--- src/rtl/udp_channel_scheduler.sv ---
// udp_channel_scheduler: reads the per-channel FWFT sample buffers out as UDP payload.
// Each masked channel becomes one packet: a header handshake, BYTES_PER_CH payload
// bytes, then a wait for the MAC's tx_done before the next channel.
module udp_channel_scheduler #(
   parameter int NUM_CH       = 6,
   parameter int CH_W         = 3,
   parameter int BYTES_PER_CH = 1024,
   parameter int CNT_W        = 16
) (
   input  logic              clk,
   input  logic              rst,
   input  logic              start,
   input  logic [NUM_CH-1:0] ch_mask,
   input  logic [NUM_CH-1:0] full,
   input  logic [NUM_CH-1:0] empty,
   output logic [NUM_CH-1:0] rd_en,
   output logic [CH_W-1:0]   addr,
   output logic              hdr_valid,
   input  logic              hdr_ready,
   output logic              axis_tvalid,
   input  logic              axis_tready,
   output logic              axis_tlast,
   input  logic              tx_done,
   output logic              busy,
   output logic              capture_done,
   output logic              start_dropped
);

   typedef enum logic [2:0] {IDLE, FILL, HDR, PAYLOAD, WAIT_DONE, NEXT} state_t;

   state_t            state;
   logic [CNT_W-1:0]  count;
   logic [NUM_CH-1:0] mask;
   logic [NUM_CH-1:0] cur_bit;
   logic [NUM_CH-1:0] rem;
   logic              xfer;
   logic              last_byte;

   // Index of the lowest set bit; callers only pass nonzero masks.
   function automatic logic [CH_W-1:0] lowest(input logic [NUM_CH-1:0] m);
      lowest = '0;
      for (int i = NUM_CH - 1; i >= 0; i--)
         if (m[i]) lowest = CH_W'(i);
   endfunction

   // Channels still owed a packet once the current one is retired.
   assign cur_bit   = NUM_CH'(1) << addr;
   assign rem       = mask & ~cur_bit;

   // Payload handshake is decoded straight from the state register so a
   // buffer going empty stalls the stream in the same cycle.
   assign busy        = (state != IDLE);
   assign axis_tvalid = (state == PAYLOAD) && !empty[addr];
   assign xfer        = axis_tvalid && axis_tready;
   assign last_byte   = (count == CNT_W'(BYTES_PER_CH - 1));
   assign axis_tlast  = axis_tvalid && last_byte;

   // Pop only the selected buffer, and only on an accepted byte.
   always_comb begin
      rd_en = '0;
      if (xfer) rd_en[addr] = 1'b1;
   end

   // Sequencer: capture -> per-channel header/payload/tx_done loop -> idle.
   always_ff @(posedge clk) begin
      if (rst) begin
         state         <= IDLE;
         count         <= '0;
         mask          <= '0;
         addr          <= '0;
         hdr_valid     <= 1'b0;
         capture_done  <= 1'b0;
         start_dropped <= 1'b0;
      end else begin
         capture_done <= 1'b0;
         if (start && state != IDLE) start_dropped <= 1'b1;
         case (state)
            IDLE: begin
               if (start && |ch_mask) begin
                  mask  <= ch_mask;
                  addr  <= lowest(ch_mask);
                  state <= FILL;
               end
            end
            FILL: begin
               if (|full) begin
                  hdr_valid <= 1'b1;
                  state     <= HDR;
               end
            end
            HDR: begin
               // hdr_valid stays up until the TX block takes the header.
               if (hdr_ready) begin
                  hdr_valid <= 1'b0;
                  count     <= '0;
                  state     <= PAYLOAD;
               end
            end
            PAYLOAD: begin
               if (xfer) begin
                  if (last_byte) begin
                     count <= '0;
                     state <= WAIT_DONE;
                  end else begin
                     count <= count + 1'b1;
                  end
               end
            end
            WAIT_DONE: begin
               // Raise capture_done while NEXT retires the final channel, so
               // the FSM is still busy during the pulse.
               if (tx_done) begin
                  capture_done <= (rem == '0);
                  state        <= NEXT;
               end
            end
            NEXT: begin
               mask <= rem;
               if (|rem) begin
                  addr      <= lowest(rem);
                  hdr_valid <= 1'b1;
                  state     <= HDR;
               end else begin
                  addr  <= '0;
                  state <= IDLE;
               end
            end
            default: state <= IDLE;
         endcase
      end
   end

endmodule

--- config.mk ---
export PLATFORM = sky130hd
export DESIGN_NAME = udp_channel_scheduler
export DESIGN_NICKNAME = d
export VERILOG_FILES = /design/src/rtl/udp_channel_scheduler.sv
export SDC_FILE = /design/constraint.sdc
export NUM_CORES = 1
export LEC_CHECK = 0
export CAP_MARGIN = 40
export CORE_UTILIZATION = 49
export CTS_CLUSTER_SIZE = 40
export DETAILED_ROUTE_END_ITERATION = 8
export GPL_TIMING_DRIVEN = 0
export HOLD_SLACK_MARGIN = 0.12
export PLACE_DENSITY = 0.81
export SETUP_SLACK_MARGIN = 0.5
export SLEW_MARGIN = 25
export SYNTH_ARGS = -nofsm -noshare
export SYNTH_HDL_FRONTEND = slang
export SYNTH_SLANG_ARGS = --single-unit
--- constraint.sdc ---
create_clock -name clk -period 2.64 [get_ports clk]
set_input_delay 0.396 -clock clk [delete_from_list [all_inputs] [get_ports clk]]
set_output_delay 0.396 -clock clk [all_outputs]
set_load 0.02 [all_outputs]
==> results.yml <==
grt:
  grt_pass1_wl_um: 9590
  antenna_found_initial: 0
  grtUsageTotal_pct: 28.7
  first_global_vias: 2014
  gr-total-overflow: 0
  grt_max_degree: 11
clock_network:
  clockBufferDepth: 2
  cts.clk_slew.worst_paths_ps: 70
  root_buffer: "clkbuf_8"
  ctsHoldBuffers: 0
  h-tree-depth: 2
  tritoncts: "done"
  clock_sinks: 31
  clk_latency_ps: 290
  cts_buffers: 5
timing:
  setup_viol: 0
  layout_setup_ws_ps: 480
  min_period_ps: 2160
  hold_violations: 0
  drv_slew: 0
  relSlewSlack_pct: 61.1
  timing.fmax_mhz: 463
  fin_crit_sh_pct: 81.8
  skew_ps: 6.41
  worstMarginPinSlew_ps: 577
  rsz0062_at_grt: "yes"
  fin_setup_tns_ps: 0
  timing.hold.ws_ps: 460
yosys:
  synth-xor-area-share_pct: 0
  yosys_warnings: 0
  yosys.area_share.adder_pct: 0.619
  async_reset_ff_share_pct: 0
  synth.distinct_cells: 50
  netlist_area_um2: 2020
  yosys_register_bits: 31
  synth-edff-count: 0
  synth_compound_area_share_pct: 27.7
  synth_top_family_by_area: "simple AND/OR/NAND/NOR gates"
  ys_seq_area_share_pct: 30.7
  synth_area_per_cell_um2: 7.54
  synthCells: 268
  synthSimpleGateAreaFrac_pct: 33.8
  muxShareOfSynthArea_pct: 3.09
  syn_nets: 293
  ys.flop_type: "dfxtp_1"
flow_run:
  drv_cap: 0
routing:
  dr.pass1.iters: 5
  drc: 0
  avgViaCountPerCell: 6.22
  vias: 2315
  routed_wl_um: 6060
  drtAntennaViolNets: 0
  wl_per_cell_um: 16.3
  drt_iter0_drc: 268
cells_and_area:
  multiInputGateArea_um2: 1450
  final_cell_area_um2: 2800
  nets: 348
  regArea_um2: 634
  drive_gt1_share_pct: 19.8
  diodes: 0
  final_util_pct: 73.6
  nFillCells: 300
  fin_cells: 372
  syn_to_final_growth_pct: 38.3
power:
  power_mw: 1.75
  pwr_density_cell_nw_per_um2: 625
  p_leak_nw: 0.986
  peakVddDrop_uv: 350
min_path:
  hp-class: "flop to flop"
die:
  ioPinCount: 39
  die_x_um: 66.2
  die_area_um2: 4390
  die_height_um: 66.2
  rows: 22
  core-area_um2: 3800
  start_util_pct: 53.2
placement:
  place_hpwl_um: 4100
  placed_cell_area_um2: 2480
  dp_cells: 355
  io_buffer_count: 38
  place.gp.congestion: 0.906
  place_ws_ps: -419
outcome:
  status: "finished clean"
setup_path:
  cp_max_fo: 10
  cp-start-kind: "flop"
  criticalPathCategory: "flop to primary output"
  end_kind: "primary output"
  cp_data_required_time_ps: 2240
  critPathArrivalTime_ps: 1760
==> sequential cells by signal, indices dropped and copies added (netlist names) <==
signal / flops
count: 16
mask: 6
addr: 3
capture_done: 1
hdr_valid: 1
state: 3
start_dropped: 1
==> routing by layer <==
metal	wire, um	GRT usage, %	up-vias
li1	-	-	1123
met1	2870	42.3	1057
met2	2570	40.2	121
met3	504	6.38	14
met4	117	10.1	0
met5	0	0	-
==> layout by cell type, fill, tap and decap left out, types with 4 or more instances in the layout <==
cell / n
clkbuf_1: 4
nand2b_1: 6
nand4_1: 6
nor2b_1: 4
nand2_1: 31
buf_4: 14
nor4_1: 6
clkdlybuf4s50_1: 25
nand3_1: 11
nor2_1: 25
o21ai_0: 18
and2_1: 6
a21oi_1: 20
buf_6: 5
o22ai_1: 4
a211oi_1: 9
or4_1: 6
dlygate4sd2_1: 4
clkbuf_8: 6
inv_1: 9
dfxtp_1: 26
==> synth_stat cells, drive strengths merged (2+ instances only) <==
master   number  area, um^2
nand2        32         120
dfxtp        31         621
nor2         26        97.6
a21oi        21         105
o21ai        18        90.1
nand3        13        70.1
a211oi       11        87.6
inv           9        33.8
nor4          8        50.1
clkbuf        7        26.3
nand2b        7        43.8
nor2b         7        43.8
and2          6        37.5
nand4         6        37.5
or4           6        45.0
mux2          4        52.6
nor3          4        20.0
o22ai         4        25.0
a211o         3        26.3
a21o          3        22.5
a31oi         3        18.8
a32oi         3        45.1
buf           3        23.8
nor3b         3        22.5
o32ai         3        26.3
a22oi         2        15.0
a311oi        2        17.5
and3          2        12.5
and4          2        17.5
nand3b        2        15.0
nand4bb       2        22.5
o211ai        2        15.0
or3           2        12.5
==> logic make-up (layout without fill, tap and decap cells) <==
| group | Yosys count | after routing |
|---|---|---|
| AO/OA/AOI/OAI | 82 | 82 |
| adder cells (fa/ha/maj) | 1 | 1 |
| buffers and inverters | 19 | 75 |
| flip-flops | 31 | 31 |
| multiplexers | 5 | 5 |
| AND/OR/NAND/NOR | 130 | 130 |
==> report_power, final <==
group | internal (mW) | switching [mW] | total, mW
Combinational | 0.292 | 0.403 | 0.695
Clock | 0.305 | 0.191 | 0.496
Sequential | 0.509 | 0.0479 | 0.557
Total | 1.11 | 0.642 | 1.75
==> final cells by class <==
class	instances	area share, %
Clock buffer	6	2.95
Multi-Input combinational cell	218	51.9
Clock inverter	2	1.25
Timing Repair Buffer	48	15.6
Inverter	9	1.21
Sequential cell	31	22.7
Buffer	10	2.28
Tap cell	48	2.15
==> worst max-delay path, cell delays in order (launching register included) <==
cell,delay [ps]
dfxtp_1,470
clkbuf_2,290
and2_1,180
nand4_1,110
buf_6,170
nor2_1,110
buf_4,150
==> worst paths after layout <==
check | from | end | slack, ps | depth (start not counted)
max | state[0] | rd_en[3] | 480 | 6
min | hdr_valid | hdr_valid | 460 | 2
max reg2reg | addr[1] | count[15] | 500 | 7
min reg2reg | hdr_valid | hdr_valid | 460 | 2
==> timing repair <==
action / in CTS / in global routing
endpoints found under the setup margin: 29 / 32
pin swaps: 5 / 6
setup buffers: 8 / 1
endpoints found under the hold margin: 0 / 0
resized for setup: 61 / 26
cloned: 0 / 0
Note: power is estimated with default switching activity, not from simulation.
